===== src/rtl/rshift.sv =====
// Registered barrel right-shifter: out <= value_in >> distance (logical; arithmetic with RSHIFT_ARITH_EN).
// Latency: 1 cycle. Result is captured on every rising clock edge.
// No backpressure: there is no enable or handshake, and out updates on every edge.
module rshift #(
   parameter int WIDTH = 4
) (
   input  logic             clock,
   input  logic [WIDTH-1:0] distance,
   input  logic [WIDTH-1:0] value_in,
   output logic [WIDTH-1:0] out,
   input  logic             reset
`ifdef RSHIFT_ARITH_EN
   ,
   input  logic             arith
`endif
);

   // The in-range stages shift by 1, 2, 4, and so on.
   // Together they cover every shift distance below 2**STAGES.
   // Any higher distance bit means the operand is shifted completely out.
   localparam int STAGES = $clog2(WIDTH);

   logic             fill;
   logic             ovf;
   logic [WIDTH-1:0] stage [0:STAGES];
   logic [WIDTH-1:0] result;

   // Choose the value for the vacated MSBs.
   // The sign bit is used only when an arithmetic shift is requested.
`ifdef RSHIFT_ARITH_EN
   assign fill = arith & value_in[WIDTH-1];
`else
   assign fill = 1'b0;
`endif

   assign stage[0] = value_in;

   // Each barrel stage shifts by a fixed power of two.
   // A stage shifts only when its distance bit is set.
   for (genvar k = 0; k < STAGES; k++) begin : g_stage
      localparam int SH = 1 << k;
      assign stage[k+1] = distance[k] ? {{SH{fill}}, stage[k][WIDTH-1:SH]} : stage[k];
   end

   // Detect a distance of 2**STAGES or more.
   // Such a distance is always >= WIDTH, so it never wraps.
   if (STAGES < WIDTH) begin : g_ovf
      assign ovf = |distance[WIDTH-1:STAGES];
   end else begin : g_no_ovf
      assign ovf = 1'b0;
   end

   // An out-of-range distance saturates the result to all fill bits.
   assign result = ovf ? {WIDTH{fill}} : stage[STAGES];

   // Register the shifted result. Reset clears it without needing a clock.
   always_ff @(posedge clock or posedge reset) begin
      if (reset) begin
         out <= '0;
      end else begin
         out <= result;
      end
   end

endmodule


===== config.mk =====
export PLATFORM = sky130hd
export DESIGN_NAME = rshift
export DESIGN_NICKNAME = d
export VERILOG_FILES = /design/src/rtl/rshift.sv
export SDC_FILE = /design/constraint.sdc
export NUM_CORES = 1
export LEC_CHECK = 0
export ABC_AREA = 1
export BUFFER_PORTS_ARGS = -buffer_cell sky130_fd_sc_hd__clkbuf_2
export CORE_AREA = 10 10 47 49
export DETAILED_ROUTE_END_ITERATION = 8
export DIE_AREA = 0 0 57 59
export MAX_ROUTING_LAYER = met4
export PLACE_DENSITY = 0.5
export RECOVER_POWER = 25
export SLEW_MARGIN = 25
export SYNTH_ARGS = -nofsm -noshare
export SYNTH_HDL_FRONTEND = slang
export SYNTH_SLANG_ARGS = --single-unit

===== constraint.sdc =====
create_clock -name clock -period 0.8 [get_ports clock]
set_input_delay 0 -clock clock [delete_from_list [all_inputs] [get_ports clock]]
set_output_delay 0 -clock clock [all_outputs]
set_load 0.03 [all_outputs]

== Word level (Yosys, flattened, before mapping) ==
Index checks and enable logic that the tools add are counted.

* Add/subtract/negate cells: 0
* Multiply operators: 0
* Div/mod/pow operators: 0
* Magnitude comparators: 0
* Equal/unequal tests: 0
* Shifts and indexed selects: 0
* Mux-type cells: 3
* Bitwise logic cells: 0
* Reduce and logical (&&, ||, !) cells: 1

{| class="wikitable"
|+ Operators with widths
! cell !! count
|-
| two-way mux 4 bit || 3
|-
| OR reduction 2 bit || 1
|}

* Flip-flop bits (word level): 4
* Bits in latches: 0
* Memory bits (writable): 0
* ROM bits: 0
* Input bits: 10
* Output and inout port bits: 4
* Word-level logic and storage cells: 5
* Memories kept: 0

== Logic depth before layout (Yosys ltp) ==
* Word-level depth: 3
* Mapped depth: 5
* Gate-level depth less buffers: 5

== Worst setup path before layout ==
OpenSTA, ideal clock, no wires.

* Path type: register to output
* Start: register out[0]
* End: output out[0]
* Data arrival time: 0.467 ns
* Slack: 0.333 ns
* Stages on the path, launching flop included: 1
* Buffers on the path: 0
* Cells stage by stage: dfrtp_1

{| class="wikitable"
|+ RTL lines
! item !! line !! source
|-
| from (decl) || 10 || <nowiki>output logic [WIDTH-1:0] out,</nowiki>
|-
| from (signal assigned) || 61 || <nowiki>out <= result;</nowiki>
|}

No word-level cell between the ends.

== Worst setup path after layout ==
* Start: register out[2]
* End: output out[2]

No word-level cell between the ends.

==> impl_metrics.json <==
{
  "fill_cells": 160,
  "tightestPinTransition_ps": 175,
  "min_path_cells": 3,
  "n_antenna_cell": 0,
  "whs_endpoint": "out[3]",
  "coreArea_sq_um": 1400,
  "ant_nets": 0,
  "antenna_found_initial": 0,
  "cts_tree": "done",
  "largestRegisters": "out: 4 flops",
  "vias": 233,
  "final_common_cell": "nand2_1",
  "cpPeakStageDelay_ps": 350,
  "die_y_um": 59,
  "hold_violations": 0,
  "utilization": 0.235,
  "fp-row-count": 14,
  "cap_violations": 0,
  "syn_area_sq_um": 214,
  "drc": 0,
  "avgSynthCellArea_sq_um": 6.69,
  "synth_nets": 42,
  "stdcell_area_sq_um": 329,
  "fin_tns_setup_ps": 0,
  "port_buffers": 13,
  "drt_iter0_markers": 3,
  "cts_buffer_depth": 2,
  "place_inst": 61,
  "synth_seq_cells": 4,
  "hp-class": "input pin to register",
  "grt_start_max_net_pins": 6,
  "max_freq_mhz": 1320,
  "postPlaceCellArea_sq_um": 299,
  "htreeDepth": 1,
  "critPathSlowestCell": "dfrtp_1",
  "relSlewSlack": 0.884,
  "finalNonFillerCells": 65,
  "start_util": 0.153,
  "layout.nets": 61,
  "numCtsBuffers": 3,
  "cp-start-kind": "register",
  "fin_crit_ps": 758,
  "regMostFlops": "out",
  "grt_pass1_vias": 249,
  "hp-start": "value_in[3]",
  "syn_inst": 32,
  "crit_family": "flip-flops",
  "root_buffer": "clkbuf_4",
  "die-width_um": 57,
  "worstPathRequired_ps": 800,
  "crit_chain": "clkbuf_2",
  "maxSlewViolCount": 0,
  "final_cell_mix": "nand2_1 (16), clkbuf_2 (13), inv_1 (4), dfrtp_1 (4)",
  "worstSetupEndpointType": "output port",
  "rsz0062_at_grt": "no",
  "dr.pass1.iters": 2,
  "fin_crit_sh": 0.948,
  "power.density_nw_per_um2": 1650,
  "grtUsageTotal": 0.0401,
  "cts_resized": 0,
  "path_clk_slew_ps": 30,
  "die-area_sq_um": 3360,
  "critPathKind": "register to output port",
  "cts_sinks": 4,
  "via_per_inst": 3.58,
  "place_congestion": 0.755,
  "p_leak_uw": 0.000212,
  "ys_types": 10,
  "critPathBufInv": 1,
  "status": "complete, no violations",
  "largest_reg_flops": 4,
  "ys_seq_area_frac": 0.468,
  "dp_hpwl_um": 485,
  "setup_viol": 0,
  "wire_per_inst_um": 8.57,
  "grt-ovfl-total": 0,
  "area_growth_pct": 53.8,
  "drive_above_1_share": 0.367,
  "cp.arrival_ps": 760,
  "io_pins": 14,
  "totalWireLength_um": 557,
  "path_max_fanout": 1,
  "yosys_warnings": 0,
  "grt_pass1_wl_um": 938,
  "max-vdd-ir-drop_mv": 0.421
}
-- area by class of cell --
cell class	count	area, sq um	area share
clock buffer	3	22.5	0.0684
inverter	6	22.5	0.0684
multi-input combinational	22	88.8	0.270
timing repair buffer	14	75.1	0.228
tap	16	20.0	0.0608
sequential	4	100	0.304
-- cells by family after synthesis --
group,share of synthesized area
buf+inv,0.105
simple gates,0.404
flops,0.468
compound gates,0.0234
-- cells in the mapped netlist --
master	n	share of area
inv_1	4	0.070
a21oi_1	1	0.023
nand4_1	1	0.029
nand2_1	16	0.28
nor2_1	2	0.035
dfrtp_1	4	0.47
nand2_2	1	0.029
nor2_2	1	0.029
clkinv_1	1	0.018
inv_2	1	0.018
-- report_power, final --
| part | total (uW) | internal [uW] | leakage, uW | switching, uW |
|---|---|---|---|---|
| clock | 240 | 167 | 0.0000138 | 72.7 |
| combinational | 91.6 | 36.2 | 0.000144 | 55.5 |
| sequential | 212 | 210 | 0.0000548 | 1.60 |
| total | 543 | 413 | 0.000212 | 130 |
-- repair_timing --
action	4_1_cts	5_1_grt
endpoints found under the setup margin	0	0
hold buffers	1	0
buffers inserted	0	0
endpoints found under the hold margin	4	0
-- layer usage --
layer / up-vias / routed length [um] / track usage
met5: - / 0 / -
met4: 0 / 2 / 0.0705
met3: 2 / 54 / 0.0215
met2: 13 / 216 / 0.0434
met1: 90 / 283 / 0.0371
li1: 128 / - / -
-- stage by stage --
step / power (uW) / setup WS (ps) / hold slack, ps
after CTS: 562 / 26.0 / 6.48
after global routing: 583 / 2.96 / 28.4
after global placement: 304 / 261 / -135
after detailed placement: 305 / 246 / -135
final: 543 / 41.8 / 16.0
after floorplan: 263 / 333 / -234
-- how the worst max path moves through the flow --
stage	endpoint	slack, ps	startpoint	depth (start not counted)
finish	out[2]	40	out[2]	1
global route	out[2]	3	out[2]	1
CTS	out[3]	30	out[3]	1
detailed placement	out[1]	250	distance[1]	6
global placement	out[0]	260	distance[1]	6
floorplan	out[0]	330	out[0]	0
No activity file was read; power rests on OpenSTA's default activity.
